File: src/rtl/direct_cache_ctrl.sv
// direct_cache_ctrl
//   Direct-mapped, write-through, one-word-per-line cache controller between a
//   CPU load/store port and a slower backing memory. Loads that miss fetch the
//   word and allocate the line. Stores always write through to memory: a store
//   hit also updates the line, and a store miss leaves the cache untouched.
//   Provides a whole-cache flush and saturating hit/miss counters.
//
// Ports
//   clk, reset_n          rising-edge clock, asynchronous active-low reset
//   req_*                 CPU request channel (valid/ready, we, addr, wdata)
//   resp_*                one-cycle completion pulse with load data and hit flag
//   flush                 invalidate all lines (only honoured in IDLE)
//   mem_req_*, mem_we,
//   mem_addr, mem_wdata   backing-memory request channel (valid/ready)
//   mem_resp_valid,
//   mem_rdata             backing-memory read data return
//   hit_cnt, miss_cnt     saturating access counters
module direct_cache_ctrl #(
  parameter int DATA_WIDTH = 32,
  parameter int ADDR_WIDTH = 32,
  parameter int C          = 3,
  parameter int CNT_WIDTH  = 16
) (
  input  logic                  clk,
  input  logic                  reset_n,
  input  logic                  req_valid,
  output logic                  req_ready,
  input  logic                  req_we,
  input  logic [ADDR_WIDTH-1:0] req_addr,
  input  logic [DATA_WIDTH-1:0] req_wdata,
  output logic                  resp_valid,
  output logic [DATA_WIDTH-1:0] resp_rdata,
  output logic                  resp_hit,
  input  logic                  flush,
  output logic                  mem_req_valid,
  input  logic                  mem_req_ready,
  output logic                  mem_we,
  output logic [ADDR_WIDTH-1:0] mem_addr,
  output logic [DATA_WIDTH-1:0] mem_wdata,
  input  logic                  mem_resp_valid,
  input  logic [DATA_WIDTH-1:0] mem_rdata,
  output logic [CNT_WIDTH-1:0]  hit_cnt,
  output logic [CNT_WIDTH-1:0]  miss_cnt
);

  localparam int LINES = 2 ** C;
  localparam int TAG_W = ADDR_WIDTH - C - 2;
  localparam int WA_W  = ADDR_WIDTH - 2;

  typedef enum logic [2:0] {IDLE, RESP, MEM_RD, MEM_WAIT, MEM_WR} state_t;

  state_t                  state_q, state_d;
  logic [LINES-1:0]        valid_q, valid_d;
  logic [TAG_W-1:0]        tag_mem_q  [LINES];
  logic [DATA_WIDTH-1:0]   data_mem_q [LINES];
  // Latched word address of the accepted request: {tag, index}.
  logic [WA_W-1:0]         waddr_q, waddr_d;
  logic [DATA_WIDTH-1:0]   wdata_q, wdata_d;
  logic [DATA_WIDTH-1:0]   rdata_q, rdata_d;
  logic                    hit_q, hit_d;
  logic [CNT_WIDTH-1:0]    hit_cnt_q, hit_cnt_d;
  logic [CNT_WIDTH-1:0]    miss_cnt_q, miss_cnt_d;

  logic                    line_we;
  logic [C-1:0]            line_idx;
  logic [TAG_W-1:0]        line_tag;
  logic [DATA_WIDTH-1:0]   line_data;

  logic [C-1:0]            req_idx;
  logic [TAG_W-1:0]        req_tag;
  logic                    lookup_hit;
  logic                    accept;
  logic                    unused_addr_lsb;

  function automatic logic [CNT_WIDTH-1:0] sat_inc(input logic [CNT_WIDTH-1:0] v);
    return (&v) ? v : v + {{(CNT_WIDTH-1){1'b0}}, 1'b1};
  endfunction

  assign req_idx         = req_addr[C+1:2];
  assign req_tag         = req_addr[ADDR_WIDTH-1:C+2];
  assign lookup_hit      = valid_q[req_idx] && (tag_mem_q[req_idx] == req_tag);
  assign unused_addr_lsb = ^req_addr[1:0];

  assign req_ready     = (state_q == IDLE) && !flush;
  assign accept        = req_valid && req_ready;
  assign resp_valid    = (state_q == RESP);
  assign resp_hit      = hit_q;
  assign resp_rdata    = rdata_q;
  assign mem_req_valid = (state_q == MEM_RD) || (state_q == MEM_WR);
  assign mem_we        = (state_q == MEM_WR);
  // Memory-side outputs are zero whenever no request is outstanding.
  assign mem_addr      = mem_req_valid ? {waddr_q, 2'b00} : '0;
  assign mem_wdata     = mem_we ? wdata_q : '0;
  assign hit_cnt       = hit_cnt_q;
  assign miss_cnt      = miss_cnt_q;

  always_comb begin
    state_d    = state_q;
    valid_d    = valid_q;
    waddr_d    = waddr_q;
    wdata_d    = wdata_q;
    rdata_d    = rdata_q;
    hit_d      = hit_q;
    hit_cnt_d  = hit_cnt_q;
    miss_cnt_d = miss_cnt_q;
    line_we    = 1'b0;
    line_idx   = req_idx;
    line_tag   = req_tag;
    line_data  = req_wdata;

    unique case (state_q)
      IDLE: begin
        if (flush) begin
          valid_d = '0;
        end else if (accept) begin
          waddr_d = req_addr[ADDR_WIDTH-1:2];
          wdata_d = req_wdata;
          hit_d   = lookup_hit;
          if (lookup_hit) hit_cnt_d  = sat_inc(hit_cnt_q);
          else            miss_cnt_d = sat_inc(miss_cnt_q);
          if (req_we) begin
            // Write-update on hit; a store miss does not allocate.
            line_we = lookup_hit;
            state_d = MEM_WR;
          end else if (lookup_hit) begin
            rdata_d = data_mem_q[req_idx];
            state_d = RESP;
          end else begin
            state_d = MEM_RD;
          end
        end
      end
      MEM_RD: begin
        if (mem_req_ready) state_d = MEM_WAIT;
      end
      MEM_WAIT: begin
        if (mem_resp_valid) begin
          line_we           = 1'b1;
          line_idx          = waddr_q[C-1:0];
          line_tag          = waddr_q[WA_W-1:C];
          line_data         = mem_rdata;
          valid_d[line_idx] = 1'b1;
          rdata_d           = mem_rdata;
          state_d           = RESP;
        end
      end
      MEM_WR: begin
        if (mem_req_ready) state_d = RESP;
      end
      RESP: begin
        state_d = IDLE;
      end
      default: state_d = IDLE;
    endcase
  end

  always_ff @(posedge clk or negedge reset_n) begin
    if (!reset_n) begin
      state_q    <= IDLE;
      valid_q    <= '0;
      waddr_q    <= '0;
      wdata_q    <= '0;
      rdata_q    <= '0;
      hit_q      <= 1'b0;
      hit_cnt_q  <= '0;
      miss_cnt_q <= '0;
    end else begin
      state_q    <= state_d;
      valid_q    <= valid_d;
      waddr_q    <= waddr_d;
      wdata_q    <= wdata_d;
      rdata_q    <= rdata_d;
      hit_q      <= hit_d;
      hit_cnt_q  <= hit_cnt_d;
      miss_cnt_q <= miss_cnt_d;
    end
  end

  // Tag and data arrays carry no reset; valid_q alone qualifies their contents.
  always_ff @(posedge clk) begin
    if (line_we) begin
      tag_mem_q[line_idx]  <= line_tag;
      data_mem_q[line_idx] <= line_data;
    end
  end

endmodule

File: config.mk
export PLATFORM = sky130hd
export DESIGN_NAME = direct_cache_ctrl
export DESIGN_NICKNAME = d
export VERILOG_FILES = /design/src/rtl/direct_cache_ctrl.sv
export SDC_FILE = /design/constraint.sdc
export NUM_CORES = 1
export LEC_CHECK = 0
export ABC_AREA = 1
export BUFFER_PORTS_ARGS = -buffer_cell sky130_fd_sc_hd__buf_2
export CORE_MARGIN = 3
export CORE_UTILIZATION = 25
export CTS_BUF_LIST = sky130_fd_sc_hd__clkbuf_2 sky130_fd_sc_hd__clkbuf_4 sky130_fd_sc_hd__clkbuf_8
export CTS_CLUSTER_DIAMETER = 150
export DETAILED_ROUTE_END_ITERATION = 8
export SLEW_MARGIN = 0
export SYNTH_ARGS = -nofsm -noshare
export SYNTH_HDL_FRONTEND = slang
export SYNTH_SLANG_ARGS = --single-unit
export TNS_END_PERCENT = 50
File: constraint.sdc
create_clock -name clk -period 7.5 [get_ports clk]
set_clock_uncertainty 0.05 [all_clocks]
set_input_delay 0 -clock clk [delete_from_list [all_inputs] [get_ports clk]]
set_output_delay 0 -clock clk [all_outputs]
set_load 0.05 [all_outputs]
==> results of run 1 <==
path summary, 6_finish.rpt:
check,start,end,slack [ns],cells after the start
worst min register to register,resp_rdata[2],resp_rdata[2],0.42,2
min in group asynchronous,reset_n,resp_rdata[11],0.36,4
worst max-delay path,state_q[1],data_mem_q[7][13],3.16,13
worst min-delay path,req_wdata[18],wdata_q[18],0.05,4
worst max register to register,state_q[1],data_mem_q[7][13],3.16,13
max in group asynchronous,reset_n,waddr_q[21],6.26,4
registers in the layout, indices dropped and copies added (netlist names):
name        cells
hit_cnt        16
miss_cnt       16
tag_mem_q     216
state_q         3
resp_hit        1
wdata_q        32
waddr_q        30
resp_rdata     32
data_mem_q    256
valid_q         8
metrics by stage:
| step | area [µm²] | utilization | power (mW) | setup slack, ns |
|---|---|---|---|---|
| finish | 33300 | 0.314 | 9.50 | 3.16 |
| global route | 33300 | 0.314 | 9.93 | 2.79 |
| CTS | 33300 | 0.314 | 9.55 | 3.17 |
| detailed placement | 29500 | 0.278 | 6.31 | 2.60 |
| global placement | 29500 | 0.278 | 6.28 | 2.59 |
| floorplan | 26900 | - | 5.64 | 2.14 |
cells in the mapped netlist:
master,n,area share
clkinv_1,2,0.00028
nand2_1,712,0.099
nor2_1,330,0.046
o211ai_1,1,0.00028
nand4_1,22,0.0051
ha_1,2,0.00093
nor2b_1,1,0.00023
xor2_1,15,0.0049
buf_2,35,0.0065
nand3_1,204,0.038
buf_4,7,0.0020
o21ai_0,253,0.047
a31oi_1,22,0.0051
dfrtp_1,138,0.13
nor2_2,1,0.00023
nand3b_1,1,0.00028
inv_1,291,0.041
inv_2,4,0.00056
o21ai_1,3,0.00056
buf_6,7,0.0029
edfxtp_1,472,0.53
nor3_1,15,0.0028
buf_1,8,0.0011
o22ai_1,75,0.017
a21oi_1,10,0.0019
nor4_1,4,0.00093
o21bai_2,1,0.00042
nor2_4,1,0.00042
conb_1,1,0.00014
xnor2_1,14,0.0046
clkbuf_1,90,0.013
nand2_4,2,0.00084
nand3_2,1,0.00037
logic make-up after synthesis:
kind of cell	after synthesis	share of synthesized area
and+or+nand+nor	1294	0.195
adders and majority gates	2	0.000930
buffers and inverters	444	0.0665
DFF	610	0.656
AOI/OAI and AO/OA	365	0.0728
other	1	0.000139
xor gates and xnor gates	29	0.00945
power by group through the flow:
stage	registers, mW	clock network (mW)	logic, mW
6_report	4.19	3.06	2.25
5_1_grt	4.22	3.27	2.44
4_1_cts	4.18	3.13	2.24
3_5_place_dp	4.24	0	2.07
3_3_place_gp	4.23	0	2.05
2_1_floorplan	4.57	0	1.07
worst max-delay path: cells and delay by family (launching register included):
family,cells,cell delay (ns)
compound gates,1,0.24
flops,1,0.40
simple gates,7,1.68
buf+inv,5,1.53
per-layer routing:
metal  share of wire  wire [µm]  GRT usage
met1            0.44      36400      0.201
met2            0.44      36600      0.222
met3            0.10       8350     0.0422
met4           0.027       2230     0.0462
met5               0          0          0
what timing repair did:
| item | in CTS | in global routing |
|---|---|---|
| hold buffers | 163 | 0 |
| endpoints found under the hold margin | 657 | 0 |
| setup endpoints to repair | 0 | 0 |
| buffers inserted | 0 | 0 |
layout make-up:
type,instances,area [µm²],area share
inverter,297,1120,0.0337
sequential,610,17600,0.529
tap,1391,1740,0.0523
clock inverter,37,323,0.00970
multi-input combinational,1692,7550,0.227
clock buffer,151,1800,0.0542
timing repair buffer,429,3120,0.0937
antenna,1,2.50,0.0000752
==> impl_metrics.py, run 1 <==
metrics = {
    "outcome": {
        "status": "finished, final reports clean",
    },
    "die": {
        "fp.coreArea_um2": 106000,
        "top_level_ports": 236,
        "fp.dieW_um": 334,
        "placementRows": 119,
        "total_die_area_um2": 112000,
        "die_height_um": 334,
        "starting_utilization_of_the_core_area": 0.254,
    },
    "worst_setup_path": {
        "element_type_at_the_critical_path_end": "flip-flop",
        "timing.critical_path.from_type": "flip-flop",
        "worst_path_arrival_time_ns": 4.68,
        "path_max_fanout": 64,
        "crit_chain": "nor2_1 -> inv_1 -> nor2_1 -> inv_1 -> nor2_1 -> nand2_2 -> buf_4 -> inv_2 -> nand2_1 -> o21bai_2 -> nand2_1 -> nor2_4 -> buf_12",
        "cp_data_required_time_ns": 7.85,
        "critical_path.slowest_cell": "inv_2",
        "crit_path_frequent_cell": "nor2_1",
        "max_stage_delay_ns": 0.70,
        "timing.setup.critical_path_class": "reg2reg",
    },
    "synthesis": {
        "synth_seq_area_share": 0.656,
        "number_of_distinct_library_cells_after_synthesis": 33,
        "synth-seq-cells": 610,
        "syn-instance-count": 2745,
        "syn-mean-instance-area_um2": 9.80,
        "synth.cell_area_um2": 26900,
        "ys_warns": 0,
    },
    "clock_network": {
        "cts_num_sinks": 610,
        "cts.root.buffer_cell": "clkbuf_8",
        "cts.repair.resized": 0,
        "cts_buffer_depth": 3,
        "cts.htree.levels": 3,
        "clock_insertion_delay_worst_skew_ns": 0.76,
        "numCtsBuffers": 101,
        "clk_pin_slew_worst_paths_ns": 0.06,
        "cts_tree": "yes",
    },
    "placed_design": {
        "place_inst": 4256,
        "place.detailed.hpwl_um": 48300,
        "placement.io_buffers": 231,
        "place.gp.congestion": 0.831,
    },
    "power": {
        "cellPowerDensity_nw_per_um2": 285,
        "p_switching_mw": 3.30,
        "vdd_ir_drop_max_mv": 0.335,
        "intPower_mw": 6.21,
        "power.leakage_nw": 13.9,
        "p_seq_frac": 0.441,
        "switching_share": 0.347,
        "power.clock.fraction": 0.322,
        "comb_power_share": 0.237,
    },
    "global_routing": {
        "grt_util_all_layers": 0.146,
        "number_of_antenna_violations_at_the_first_check_in_global_routing": 2,
        "pin_count_of_the_biggest_net_entering_global_routing": 93,
        "first_global_vias": 20300,
        "grt-ovfl-total": 0,
        "global_route_wire_length_before_repair_um": 125000,
    },
    "routing": {
        "route.detailed.drc": 0,
        "routed_wl_um": 83600,
        "first_iter_violations": 1879,
        "final_antenna_violating_net_count": 0,
        "wire_per_inst_um": 18.1,
        "detailed_route_via_count": 21200,
        "number_of_iterations_in_the_first_detailed_routing_pass": 6,
        "post_drt_via_cell_ratio": 4.60,
    },
    "final_layout": {
        "instances_no_fill": 4608,
        "layout.cells.most_common_list": "nand2_1 (711), edfxtp_1 (472), nor2_1 (320)",
        "final_layout_size_suffix_gt1_frac": 0.144,
        "most_frequent_standard_cell_in_the_layout_excluding_fill_and_tap_cells": "nand2_1",
        "number_of_nets_in_the_layout": 3236,
        "area_growth_syn_to_layout_pct": 23.8,
        "fillers": 10800,
    },
    "sta": {
        "grt_setup_unrepaired": "no",
        "finalMaxSlewViolations": 0,
        "relative_slew_slack": 0.256,
        "worst_slew_pin_slew_ns": 1.11,
        "tns_ns": 0,
        "max_freq_ghz": 0.231,
        "min_period_over_period": 0.578,
        "finalWorstPathRequiredPeriod_ns": 4.34,
        "endpoints_failing_setup": 0,
        "holdWs_ns": 0.0474,
        "final_hold_viol_count": 0,
    },
    "job": {
        "cap_viol_max_count": 0,
    },
    "min_path": {
        "hp-class": "in2reg",
    },
}
No activity file was read; power rests on OpenSTA's default activity.
==> run 2: changes to the inputs <==
Clock period 7.5 ns to 3.8 ns, I/O delays scaled along.
==> run 2 against run 1 <==
  * Worst setup slack got worse by 2.9 ns
  * Maximum frequency is 24% higher
  * Register-to-register slack got worse by 2.9 ns
  * Total power grew 92%
  * Hold slack better by 0.015 ns
  * Sequential power grew 97%
  * Die area stayed put
  * Clock power up 88%
  * Routed wire length is 1.1% lower
  * Global-route usage down 0.12 points
  * Via count decreased by 0.65%
  * Count of clock-buffer cells in the layout rose by 4
  * Largest cell class unchanged
==> impl_metrics.py, run 2 (synthesis gave the netlist of run 1 again) <==
metrics = {
    "worst_setup_path": {
        "timing.critical_path.from_type": "flip-flop",
        "element_type_at_the_critical_path_end": "flip-flop",
        "timing.setup.critical_path_class": "reg2reg",
        "cp_data_required_time_ns": 4.39,
        "path_max_fanout": 63,
        "worst_path_arrival_time_ns": 4.08,
    },
    "die": {
        "top_level_ports": 236,
        "placementRows": 119,
        "fp.dieW_um": 334,
        "die_height_um": 334,
        "fp.coreArea_um2": 106000,
        "total_die_area_um2": 112000,
        "starting_utilization_of_the_core_area": 0.254,
    },
    "final_layout": {
        "area_growth_syn_to_layout_pct": 23.3,
        "largest_registers": "data_mem_q x256, tag_mem_q x216",
        "postLayoutCellArea_um2": 33200,
        "instances_no_fill": 4584,
        "largest_register_ffs": 256,
        "layout.cells.most_common_list": "nand2_1 (711), edfxtp_1 (472), nor2_1 (319)",
        "finalCoreUtilization": 0.313,
        "number_of_nets_in_the_layout": 3212,
        "largest_register_by_flop_count": "data_mem_q",
        "fillers": 10900,
        "final_layout_size_suffix_gt1_frac": 0.148,
        "most_frequent_standard_cell_in_the_layout_excluding_fill_and_tap_cells": "nand2_1",
    },
    "sta": {
        "final_hold_viol_count": 0,
        "max_freq_ghz": 0.287,
        "worst_slew_pin_slew_ns": 0.984,
        "min_period_over_period": 0.918,
        "finalMaxSlewViolations": 0,
        "endpoints_failing_setup": 0,
        "relative_slew_slack": 0.344,
        "grt_setup_unrepaired": "no",
        "holdWs_ns": 0.0625,
        "finalWorstPathRequiredPeriod_ns": 3.49,
        "slack_of_the_critical_path_ns": 0.312,
    },
    "routing": {
        "final_antenna_violating_net_count": 0,
        "number_of_iterations_in_the_first_detailed_routing_pass": 6,
        "first_iter_violations": 1960,
        "routed_wl_um": 82700,
        "detailed_route_via_count": 21000,
        "wire_per_inst_um": 18.0,
        "post_drt_via_cell_ratio": 4.59,
        "route.detailed.drc": 0,
    },
    "clock_network": {
        "numCtsBuffers": 99,
        "clk_pin_slew_worst_paths_ns": 0.06,
        "cts_num_sinks": 610,
        "cts_tree": "yes",
        "cts_setup_buffers": 0,
        "cts_buffer_depth": 3,
        "cts.htree.levels": 3,
        "cts.root.buffer_cell": "clkbuf_8",
        "clock_insertion_delay_worst_skew_ns": 0.72,
    },
    "placed_design": {
        "place.gp.congestion": 0.830,
        "placement.io_buffers": 231,
        "placed_area_um2": 29900,
        "place.detailed.hpwl_um": 50000,
        "place_worst_setup_slack_ns": 0.558,
        "place_inst": 4271,
    },
    "global_routing": {
        "number_of_antenna_violations_at_the_first_check_in_global_routing": 3,
        "pin_count_of_the_biggest_net_entering_global_routing": 87,
        "global_route_wire_length_before_repair_um": 124000,
        "grt-ovfl-total": 0,
        "grt_util_all_layers": 0.145,
        "first_global_vias": 20000,
    },
    "power": {
        "comb_power_share": 0.234,
        "power.leakage_nw": 13.8,
        "intPower_mw": 12.0,
        "power.clock.fraction": 0.315,
        "switching_share": 0.346,
        "cellPowerDensity_nw_per_um2": 551,
        "p_seq_frac": 0.451,
        "vdd_ir_drop_max_mv": 0.761,
        "p_switching_mw": 6.32,
    },
    "job": {
        "cap_viol_max_count": 0,
    },
    "outcome": {
        "status": "finished, final reports clean",
    },
    "min_path": {
        "hp-class": "in2reg",
    },
}
run 2: changes by cell type in the layout (fill, tap and decap cells not counted), moves of 2 or more:
cell and change:
clkinv_1 +4, clkinv_8 +2, clkinv_2 -7, bufinv_16 -2
clkinv_16 -2, buf_4 -4, inv_12 -2, clkbuf_4 +5
buf_12 +19, dlygate4sd3_1 -37, inv_6 +3
run 2: per-layer routing:
metal,vias to the layer above,wire [µm],GRT usage
li1,9856,-,-
met1,10200,36100,0.199
met2,897,36400,0.220
met3,117,8280,0.0451
met4,0,1830,0.0405
met5,-,0,0
run 2: area by class of cell:
type	instances	area, µm²	share of cell area
flip-flops and latches	610	17600	0.532
diodes	1	2.50	0.0000755
clock inverters	31	181	0.00547
well taps	1391	1740	0.0525
clock buffers	155	1830	0.0551
inverters	297	1120	0.0338
multi-input cells	1692	7560	0.228
repair buffers	407	3100	0.0935
run 2: through the flow:
stage | total power, mW | setup TNS [ns]
CTS | 18.4 | 0
global route | 19.2 | 0
floorplan | 11.1 | -281.20
detailed placement | 12.5 | 0
global placement | 12.4 | 0
finish | 18.3 | 0
run 2: what timing repair did:
item                                    4_1_cts  5_1_grt
gates resized for setup                       0        1
endpoints found under the hold margin       658        0
hold buffers                                126        0
endpoints found under the setup margin        0        1
run 2: worst paths after layout:
path	start	to	slack, ns	cells after the start
max in group asynchronous	reset_n	waddr_q[26]	2.81	4
max	state_q[1]	state_q[2]	0.31	12
max reg2reg	state_q[1]	state_q[2]	0.31	12
min	req_wdata[9]	wdata_q[9]	0.06	4
min reg2reg	resp_rdata[12]	resp_rdata[12]	0.42	2
min in group asynchronous	reset_n	wdata_q[11]	0.34	4
run 2: power groups by stage:
stage               logic [mW]  registers, mW  clock network [mW]
floorplan                 2.12           9.01                   0
global placement          4.07           8.35                   0
detailed placement        4.11           8.36                   0
CTS                       4.27           8.23                5.90
global route              4.65           8.30                6.21
finish                    4.28           8.24                5.76
run 2: critical path, stage by stage (launching register included):
cell,delay (ns)
dfrtp_1,0.40
nor2_1,0.11
inv_1,0.06
nor2_1,0.23
inv_1,0.12
nor2_2,0.27
nand2_2,0.19
buf_4,0.36
a21oi_1,0.35
nand3_1,0.10
dlygate4sd3_1,0.56
o21ai_0,0.06
dlygate4sd3_1,0.56
